$ cat config.mk
export PLATFORM = sky130hd
export DESIGN_NAME = dsp_addsub_arbiter
export DESIGN_NICKNAME = d
export VERILOG_FILES = /design/src/rtl/dsp_addsub_arbiter_pkg.sv /design/src/rtl/dsp_addsub_arbiter_add_sub.sv /design/src/rtl/dsp_addsub_arbiter.sv
export SDC_FILE = /design/constraint.sdc
export NUM_CORES = 1
export LEC_CHECK = 0
export ABC_AREA = 1
export BUFFER_PORTS_ARGS = -buffer_cell sky130_fd_sc_hd__clkbuf_2
export CELL_PAD_IN_SITES_DETAIL_PLACEMENT = 1
export CELL_PAD_IN_SITES_GLOBAL_PLACEMENT = 1
export CORE_UTILIZATION = 37
export DETAILED_ROUTE_END_ITERATION = 6
export HOLD_SLACK_MARGIN = 0.02
export PLACE_DENSITY_LB_ADDON = 0.1
export SKIP_LAST_GASP = 1
export SYNTH_ARGS = -nofsm -noshare
export SYNTH_HDL_FRONTEND = slang
export SYNTH_SLANG_ARGS = --single-unit
$ cat constraint.sdc
create_clock -name clk -period 2.9 [get_ports clk]
set_clock_uncertainty 0.2 [all_clocks]
set_input_delay 0 -clock clk [delete_from_list [all_inputs] [get_ports clk]]
set_output_delay 0 -clock clk [all_outputs]
set_load 0.05 [all_outputs]
$ cat src/rtl/dsp_addsub_arbiter_pkg.sv
// Shared definitions for the two-port add/sub arbiter and its datapath.
//   DATA_W   : operand/result width
//   op_e     : op-select encoding (ADD=0, SUB=1)
//   state_e  : result-slot FSM encoding (EMPTY=0, FULL=1)
//   xact_t   : one captured transaction (operands, op, issuing port)
package dsp_addsub_arbiter_pkg;

  localparam int DATA_W = 32;

  typedef enum logic {
    OP_ADD = 1'b0,
    OP_SUB = 1'b1
  } op_e;

  typedef enum logic {
    ST_EMPTY = 1'b0,
    ST_FULL  = 1'b1
  } state_e;

  typedef struct packed {
    logic [DATA_W-1:0] a;
    logic [DATA_W-1:0] b;
    op_e               op;
    logic              id;
  } xact_t;

endpackage

$ cat src/rtl/dsp_addsub_arbiter_add_sub.sv
// dsp_add_sub: combinational 32-bit adder/subtractor, unsigned wrap, no flags.
//   a, b : operands
//   op   : OP_ADD -> a+b, OP_SUB -> a-b
//   y    : result mod 2^DATA_W
module dsp_add_sub
  import dsp_addsub_arbiter_pkg::*;
(
  input  logic [DATA_W-1:0] a,
  input  logic [DATA_W-1:0] b,
  input  op_e               op,
  output logic [DATA_W-1:0] y
);

  always_comb begin
    y = (op == OP_SUB) ? (a - b) : (a + b);
  end

endmodule

$ cat src/rtl/dsp_addsub_arbiter.sv
// dsp_addsub_arbiter: two requesters share one add/sub unit behind a
// single-entry result slot (one-cycle latency, one result per cycle).
//   clk, reset            : clock, async active-high reset
//   reqN_valid/a/b/sub    : port-N request (sub: 0 = a+b, 1 = a-b)
//   reqN_ready            : port-N accept (at most one high per cycle)
//   rsp_valid/id/data     : result slot, issuing port, result
//   rsp_ready             : consumer accepts result
// RR_ENABLE=1 -> round-robin between contending ports, 0 -> port 0 wins.
module dsp_addsub_arbiter
  import dsp_addsub_arbiter_pkg::*;
#(
  parameter int RR_ENABLE = 1
) (
  input  logic              clk,
  input  logic              reset,
  input  logic              req0_valid,
  input  logic [DATA_W-1:0] req0_a,
  input  logic [DATA_W-1:0] req0_b,
  input  logic              req0_sub,
  output logic              req0_ready,
  input  logic              req1_valid,
  input  logic [DATA_W-1:0] req1_a,
  input  logic [DATA_W-1:0] req1_b,
  input  logic              req1_sub,
  output logic              req1_ready,
  output logic              rsp_valid,
  output logic              rsp_id,
  output logic [DATA_W-1:0] rsp_data,
  input  logic              rsp_ready
);

  state_e state_q, state_d;
  xact_t  xact_q, xact_d;
  logic   rr_last_q;   // port accepted most recently
  logic   gnt;         // index of the port holding the grant
  logic   slot_free;
  logic   accept;

  // Grant is a pure function of the valids and the RR pointer, so ready
  // never depends on operand values.
  always_comb begin
    gnt = 1'b0;
    case ({req1_valid, req0_valid})
      2'b10:   gnt = 1'b1;
      2'b11:   gnt = (RR_ENABLE != 0) ? ~rr_last_q : 1'b0;
      default: gnt = 1'b0;
    endcase
  end

  assign slot_free  = (state_q == ST_EMPTY) | rsp_ready;
  assign req0_ready = ~reset & slot_free & req0_valid & ~gnt;
  assign req1_ready = ~reset & slot_free & req1_valid &  gnt;
  assign accept     = (req0_valid & req0_ready) | (req1_valid & req1_ready);

  always_comb begin
    xact_d = gnt ? '{a: req1_a, b: req1_b, op: op_e'(req1_sub), id: 1'b1}
                 : '{a: req0_a, b: req0_b, op: op_e'(req0_sub), id: 1'b0};
  end

  // EMPTY -> FULL on accept; FULL -> EMPTY only on handshake with no accept.
  always_comb begin
    state_d = state_q;
    case (state_q)
      ST_EMPTY: if (accept) state_d = ST_FULL;
      ST_FULL:  if (!accept && rsp_ready) state_d = ST_EMPTY;
      default:  state_d = ST_EMPTY;
    endcase
  end

  // rr_last_q resets to 1 so port 0 wins the first contention.
  always_ff @(posedge clk or posedge reset) begin
    if (reset) begin
      state_q   <= ST_EMPTY;
      xact_q    <= '0;
      rr_last_q <= 1'b1;
    end else begin
      state_q <= state_d;
      if (accept) begin
        xact_q    <= xact_d;
        rr_last_q <= gnt;
      end
    end
  end

  dsp_add_sub u_dsp_add_sub (
    .a  (xact_q.a),
    .b  (xact_q.b),
    .op (xact_q.op),
    .y  (rsp_data)
  );

  assign rsp_valid = (state_q == ST_FULL);
  assign rsp_id    = xact_q.id;

endmodule

==> run metrics, run 1 <==
outcome=did not finish; I/O pin total=about 170; count of cell types in the netlist=39; worst endpoint after global-route timing repair=rsp_data[29]; Exit stage=5_1_grt; Synth area leaders=dfrtp_1 (26%), nand2_1 (24%), nor2_1 (8.7%); Post-synth EDFFs=0; flops & latches, synth=between 60 and 70; syn_nets=1216; Synth Instances=1048; Row Count=47; Die Wd=approximately 130 um; initial antenna violation count=4; dpl cells=roughly 1500; dominant synthesized flop cell=dfrtp_1; largest net degree at the start of global routing=131; gr ovfl total=~900; Syn Area/Cell=slightly above 6 um^2; CTS HTree Levels=3; ys async rst share=100.0%; Synth area leader=dfrtp_1; Worst-path end type=top-level output; total CTS buffers=9; clk buf depth=2; top cell type's share of synthesized area=between 20% and 30%; all-layer global routing usage=91.23%; Root Driver=clkbuf_16; DIE HEIGHT=between 100 and 150 um; port bufs=between 150 and 200; post-synthesis cell area=6340 um^2; post-DP HPWL=around 19000 um; initial core utilization=38.09%; Placer Congestion=between 0.9 and 1; post-synthesis sequential area ratio=26.86%; CTS sink cnt=68; Err=[ERROR GRT-0232] Routing congestion too high. Check the congestion heatmap in the GUI.; Ys Warns=0
per-stage QoR:
step	hold slack, ns	instance area (um^2)	setup TNS (ns)	setup slack (ns)	utilization (%)
2_1_floorplan	-0.1167	6404	-0.04137	-0.02263	-
3_3_place_gp	0.03166	8534	-3.111	-0.3104	51.28
3_5_place_dp	0.05105	8534	-5.379	-0.3761	51.28
4_1_cts	0.2302	11140	-7.812	-0.4340	66.93
metal layers:
metal  track usage [%]  GRT overflow
met1             84.25             3
met4             110.5           295
met3             70.92             8
met5             16.67             3
met2             114.2           587
Yosys cell counts, types with 2 or more instances:
cell type  number
o21bai_1        5
buf_2          13
a21o_1          2
o21ai_0        11
dfrtp_1        67
nor2_2          7
nand4_1         6
inv_1         126
o21ai_1         5
clkbuf_1       11
nand3b_1        4
inv_2           3
xnor2_1         7
nor2_1        147
nor3_1          8
nand2_2         6
a21oi_1        25
xor2_1         33
nor2_4          2
ha_1           32
a31oi_1        65
o21a_1          2
nand2_1       401
buf_4           6
nand3_1        40
what timing repair did:
action | 4_1_cts
endpoints found under the setup margin | 28
cloned | 0
hold buffers | 136
endpoints found under the hold margin | 135
buffers inserted | 19
pin swaps | 83
resized for setup | 210
kinds of logic after synthesis:
| group | Yosys count | synth area share (%) |
|---|---|---|
| buf+inv | 162 | 10.32 |
| flops | 68 | 26.86 |
| compound gates | 118 | 11.11 |
| fa+ha+maj | 33 | 6.631 |
| xor+xnor | 40 | 5.526 |
| simple gates | 627 | 39.55 |
==> run 2, diff against run 1 <==
--- a/config.mk
+++ b/config.mk
@@ -7,12 +7,9 @@
 export LEC_CHECK = 0
 export ABC_AREA = 1
 export BUFFER_PORTS_ARGS = -buffer_cell sky130_fd_sc_hd__clkbuf_2
-export CELL_PAD_IN_SITES_DETAIL_PLACEMENT = 1
-export CELL_PAD_IN_SITES_GLOBAL_PLACEMENT = 1
-export CORE_UTILIZATION = 37
+export CORE_UTILIZATION = 25
 export DETAILED_ROUTE_END_ITERATION = 6
-export HOLD_SLACK_MARGIN = 0.02
-export PLACE_DENSITY_LB_ADDON = 0.1
+export PLACE_DENSITY_LB_ADDON = 0.15
 export SKIP_LAST_GASP = 1
 export SYNTH_ARGS = -nofsm -noshare
 export SYNTH_HDL_FRONTEND = slang
==> run 2 against run 1 <==
Against the previous run:
- the flow now finishes, with violations (setup timing)
- synthesized cell count is the same
- synthesized area is the same
==> run metrics, run 2 <==
outcome=complete, but fails checks; violations in the final reports=setup timing; Max VDD drop=1.383 mV; clk_lat worst skew=0.33 ns; Synth area leader=dfrtp_1; CTS HTree Levels=3; port bufs=170; via count=a little under 8000; MaxCap Viol Count=0; Post-synth EDFFs=0; Area Overhead vs Synth=86.72%; RSZ-0062 raised after global routing=true; most frequent cell after synthesis=nand2_1; Power per Cell Area=about 1300 nW/um^2; WP data required=2.70 ns; dominant synthesized flop cell=dfrtp_1; Post-synth top cells=nand2_1 (401), nor2_1 (147), inv_1 (126); Synth area leaders=dfrtp_1 (26%), nand2_1 (24%), nor2_1 (8.7%); reg-to-reg critical path endpoint=xact_q[26]; Reg clk slew, reported paths=approximately 0.060 ns; n_diodes=0; Final #Nets=1643; top cell type's share of synthesized area=roughly a quarter; count of cell types in the netlist=39; Largest Register=xact_q; FF-to-FF Start=rr_last_q; leakage power=5.738 nW; all-layer global routing usage=18.48%; initial core utilization=about 26%; Final Hold Slack=between 0.15 and 0.2 ns; die area=approximately 26000 um^2; initial drt markers=290; fin crit period=between 3 and 4 ns; Placer Congestion=roughly 0.88; CTS tree=done; Worst Slack Setup Final=-0.3782 ns; period utilization=113.0%; flops & latches, synth=68; Ys Warns=0; Max Fanout on Critical Path=6; worst setup path startpoint=xact_q[3]; instance count on the critical path=18; Final Hold Vio Count=0; post-synthesis cell area=around 6300 um^2; CP Capture Type=output port; max reg flops=between 60 and 70; antenna viol nets, final=0; total CTS buffers=9; Die Wd=161.2 um; R2R cell count=9; Row Count=57; Slowest-stage cell, CP=dfrtp_1; post-DP HPWL=roughly 18000 um; placed cell area=8835 um^2; Register-to-Register Setup Slack=about 0.27 ns; critical path arrival=approximately 3.1 ns; I/O pin total=171; Slew Limit Fails=0; hold crit path type=in -> reg; gr ovfl total=0; Max Freq=slightly above 300 MHz; Synth Instances=about 1000; drc violations=0; initial antenna violation count=0; Crit path largest cell delay=approximately 0.40 ns; largest net degree at the start of global routing=131; commonest non-fill, non-tap cells in the layout=nand2_1 (335), clkbuf_2 (142), dlygate4sd3_1 (136); crit-path cells=buf_6 -> nor2_4 -> nand2_2 -> nor2_4 -> nand2_4 -> o21ai_1 -> xor2_1 -> ha_1 -> nand2_2 -> nor2_2 -> buf_4 -> nand2_1 -> nand2_1 -> a21oi_2 -> nand2_1 -> nand2_1 -> nand2_2 -> buf_12; core area=approximately 25000 um^2; syn_nets=roughly 1200; Root Driver=clkbuf_16; WS Path Type=reg -> out; Final setup violation count=25; Syn Area/Cell=about 6.0 um^2; first-pass detailed-route iteration total=5; post-route setup TNS=-6.712 ns; vias in the first global route=7845; DIE HEIGHT=~160 um; Routed WL=23540 um; CTS sink cnt=between 60 and 70; Worst setup SP type=flop; clk buf depth=2; Finished Cell Area=approximately 12000 um^2; Buf/Inv on CP=3; share of cells above drive strength 1=37.91%; post-synthesis sequential area ratio=a little over a quarter; wire length per cell=13.05 um; CP delay by family, top=simple AND/OR/NAND/NOR gates; max_slew headroom=41.02%; ys async rst share=100.0%; most common library cell in the layout ignoring fill and taps=nand2_1; first-pass GRT wire length=38200 um; Critical path destination=rsp_data[29]; Vias/cell=about 4.4; cell repeated most along the worst path=nand2_1; worst-margin pin slew=between 0.8 and 0.9 ns; power consumption=around 16 mW
[run 2: cell counts after synthesis]
Identical to the previous run, type by type.
[run 2: per-layer routing]
layer	part of all wire [%]	routed length, um	vias up	global-route usage (%)
met5	0	0	-	0
met4	2.2	510	0	5.575
met3	3.4	796	28	2.209
met2	47	11090	171	31.39
met1	47	11140	3573	24.42
li1	-	-	4141	-
[run 2: cell type report]
type	instances	area, um^2
sequential	68	1712
clock inverter	7	97.59
fill	2493	12770
inverter	130	489.2
multi-input combinational	818	5119
timing repair buffer	448	3790
tap	324	405.4
clock buffer	9	225.2
[run 2: cells by family (layout without fill, tap and decap cells)]
kind of cell | Yosys count | in the layout | synth area share [%]
adders and majority gates | 33 | 33 | 6.631
DFF | 68 | 68 | 26.86
buffers and inverters | 162 | 594 | 10.32
and+or+nand+nor | 627 | 627 | 39.55
AOI/OAI and AO/OA | 118 | 118 | 11.11
xor gates and xnor gates | 40 | 40 | 5.526
[run 2: how the worst min path moves through the flow]
stage | startpoint | to | slack, ns | depth (start not counted)
floorplan | reset | rsp_id | -0.12 | 1
global placement | rsp_ready | rsp_valid | 0.03 | 2
detailed placement | rsp_ready | rsp_valid | 0.05 | 2
CTS | req1_valid | rsp_id | 0.17 | 5
global route | req1_valid | rsp_id | 0.23 | 5
finish | req1_valid | rsp_id | 0.16 | 5
[run 2: through the flow]
step,std cells,utilization [%],worst slack (ns)
after floorplan,1048,-,-0.02263
after global placement,1627,35.91,-0.3121
after detailed placement,1627,35.91,-0.3393
after CTS,1799,45.71,-0.3965
after global routing,1804,48.11,-0.5728
final,1804,48.11,-0.3782
[run 2: repair_timing]
action	in CTS	in global routing
buffers inserted	20	7
endpoints found under the hold margin	135	0
setup endpoints to repair	28	29
gates resized for setup	139	131
hold buffers	136	0
pin swaps	52	60
[run 2: worst min-delay path, stage by stage]
cell,delay (ns)
clkbuf_2,0.09
nand2_2,0.35
nor2_4,0.08
inv_2,0.08
nand2_1,0.06
[run 2: report_power, final]
part	total (mW)	switching, mW	leakage, nW	internal (mW)
registers	1.46	0.272	0.754	1.19
logic	13.0	7.00	4.83	6.00
clock network	1.21	0.450	0.152	0.757
total	15.7	7.72	5.74	7.95
(Power assumes the default switching activity.)
==> run 3, diff against run 2 <==
--- a/config.mk
+++ b/config.mk
@@ -6,8 +6,10 @@
 export NUM_CORES = 1
 export LEC_CHECK = 0
 export ABC_AREA = 1
+export ABC_CLOCK_PERIOD_IN_PS = 2900
 export BUFFER_PORTS_ARGS = -buffer_cell sky130_fd_sc_hd__clkbuf_2
 export CORE_UTILIZATION = 25
+export CTS_BUF_LIST = sky130_fd_sc_hd__clkbuf_4
 export DETAILED_ROUTE_END_ITERATION = 6
 export PLACE_DENSITY_LB_ADDON = 0.15
 export SKIP_LAST_GASP = 1
==> run 3 against run 2 <==
Against the previous run:
- the run still ends with setup timing left
- non-clock buffer count is 9 higher
- sequential power about the same
- die area stayed put
- cell count increased by 0.55%
- combinational power about the same
- largest cell class unchanged
- power fell by 1.8%
- global-route usage decreased by 0.15 points
- critical path type unchanged
- sequential share of layout area decreased by 0.083 points
==> run metrics, run 3 (synthesis results as in run 2) <==
WP data required=approximately 2.7 ns; post-DP HPWL=18400 um; Final #Nets=about 1700; CTS sink cnt=68; Area Overhead vs Synth=87.39%; port bufs=170; Max VDD drop=1.390 mV; hold crit path type=in -> reg; Final Hold Slack=approximately 0.054 ns; critical path arrival=3.21 ns; outcome=complete, but fails checks; commonest non-fill, non-tap cells in the layout=nand2_1 (320), clkbuf_2 (141), dlygate4sd3_1 (139); non-filler cells, final=between 1500 and 2000; vias in the first global route=a little under 8000; Vias/cell=around 4.4; CP Capture Type=output port; total CTS buffers=9; largest net degree at the start of global routing=131; first-pass detailed-route iteration total=5; initial drt markers=~300; Worst Slack Setup Final=-0.5100 ns; wire length per cell=around 13 um; power consumption=between 15 and 20 mW; dpl cells=1627; clk buf depth=2; Slew Limit Fails=0; core area=between 20000 and 25000 um^2; Reg clk slew, reported paths=around 0.13 ns; CTS HTree Levels=3; Die Wd=161.2 um; Power per Cell Area=about 1300 nW/um^2; max reg flops=between 60 and 70; I/O pin total=between 150 and 200; most common library cell in the layout ignoring fill and taps=nand2_1; Final setup violation count=25; die area=about 26000 um^2; first-pass GRT wire length=around 38000 um; DIE HEIGHT=between 150 and 200 um; Final Hold Vio Count=0; Root Driver=clkbuf_4; Routed WL=between 20000 and 25000 um; violations in the final reports=setup timing; all-layer global routing usage=~18%; worst-margin pin slew=0.8845 ns; CTS tree=done; initial antenna violation count=1; clk_lat worst skew=approximately 0.44 ns; fin crit period=around 3.4 ns; Finished Cell Area=around 12000 um^2; MaxCap Viol Count=0; via count=approximately 7900; Largest Register=xact_q; placed cell area=between 8000 and 9000 um^2; Worst setup SP type=flop; max_slew headroom=roughly 41%; leakage power=~5.7 nW; antenna viol nets, final=0; period utilization=117.6%; initial core utilization=between 20% and 30%; Max Fanout on Critical Path=4; Placer Congestion=around 0.88; post-route setup TNS=-9.551 ns; Row Count=between 50 and 60; gr ovfl total=0; RSZ-0062 raised after global routing=true; drc violations=0; Max Freq=between 200 and 300 MHz; share of cells above drive strength 1=between 30 and 40%; WS Path Type=reg -> out
==> run 3: cell count changes in the layout (fill, tap and decap cells not counted), moves of 5 or more <==
| cell | change |
|---|---|
| clkbuf_16 | -9 |
| buf_4 | +6 |
| nand2_1 | -15 |
| nand2_2 | +14 |
| ha_1 | -5 |
| clkbuf_4 | +9 |
==> run 3: what timing repair did <==
| item | CTS | global route |
|---|---|---|
| pin swaps | 45 | 98 |
| endpoints found under the setup margin | 29 | 29 |
| hold endpoints to repair | 135 | 0 |
| resized for setup | 116 | 190 |
| buffers inserted | 23 | 9 |
| hold buffers | 139 | 0 |
| gates cloned | 0 | 0 |
==> run 3: final timing paths <==
check / end / depth (start not counted) / slack, ns / from
hold / removal: rsp_id / 5 / 0.05 / req1_valid
min in group asynchronous: xact_q[33] / 4 / 0.18 / reset
setup / recovery: rsp_data[31] / 18 / -0.51 / xact_q[3]
setup reg to reg: xact_q[56] / 6 / 0.19 / rr_last_q
max in group asynchronous: xact_q[6] / 4 / 1.71 / reset
hold reg to reg: rsp_id / 2 / 0.30 / rsp_id
==> run 3: area by class of cell <==
cell class,instances,area (um^2)
multi-input cells,818,5239
well taps,324,405.4
flip-flops and latches,68,1708
diodes,1,2.502
inverters,130,489.2
clock inverters,7,97.59
fillers,2500,12720
clock buffers,9,67.56
repair buffers,457,3871
==> run 3: power by group <==
part           switching, mW  internal, mW  total, mW
clock                  0.397         0.353      0.750
combinational           7.09          6.09       13.2
sequential             0.274          1.18       1.46
total                   7.76          7.63       15.4
==> run 3: per-stage QoR <==
stage / setup WS (ns) / util (%)
finish: -0.5100 / 48.28
global placement: -0.3121 / 35.91
CTS: -0.5374 / 44.97
detailed placement: -0.3393 / 35.91
floorplan: -0.02263 / -
global route: -0.7351 / 48.28
==> run 3: critical path, stage by stage (launching register included) <==
cell,delay [ns]
dfrtp_1,0.42
buf_6,0.13
nor2_4,0.07
nand2_2,0.07
nor2_4,0.18
buf_4,0.14
a41oi_1,0.12
xnor2_1,0.23
ha_1,0.33
nand2_2,0.14
inv_1,0.05
nand2_1,0.06
nand2_1,0.09
a21oi_2,0.16
nand2_4,0.11
a21oi_2,0.14
nand2_1,0.07
nand2_2,0.12
buf_12,0.15
==> run 3: metal layers <==
metal | vias up | global-route usage (%) | part of all wire (%)
met5 | - | 0 | 0
met4 | 0 | 5.060 | 1.6
met3 | 22 | 2.209 | 3.6
met2 | 148 | 31.25 | 48
met1 | 3605 | 24.29 | 47
li1 | 4158 | - | -
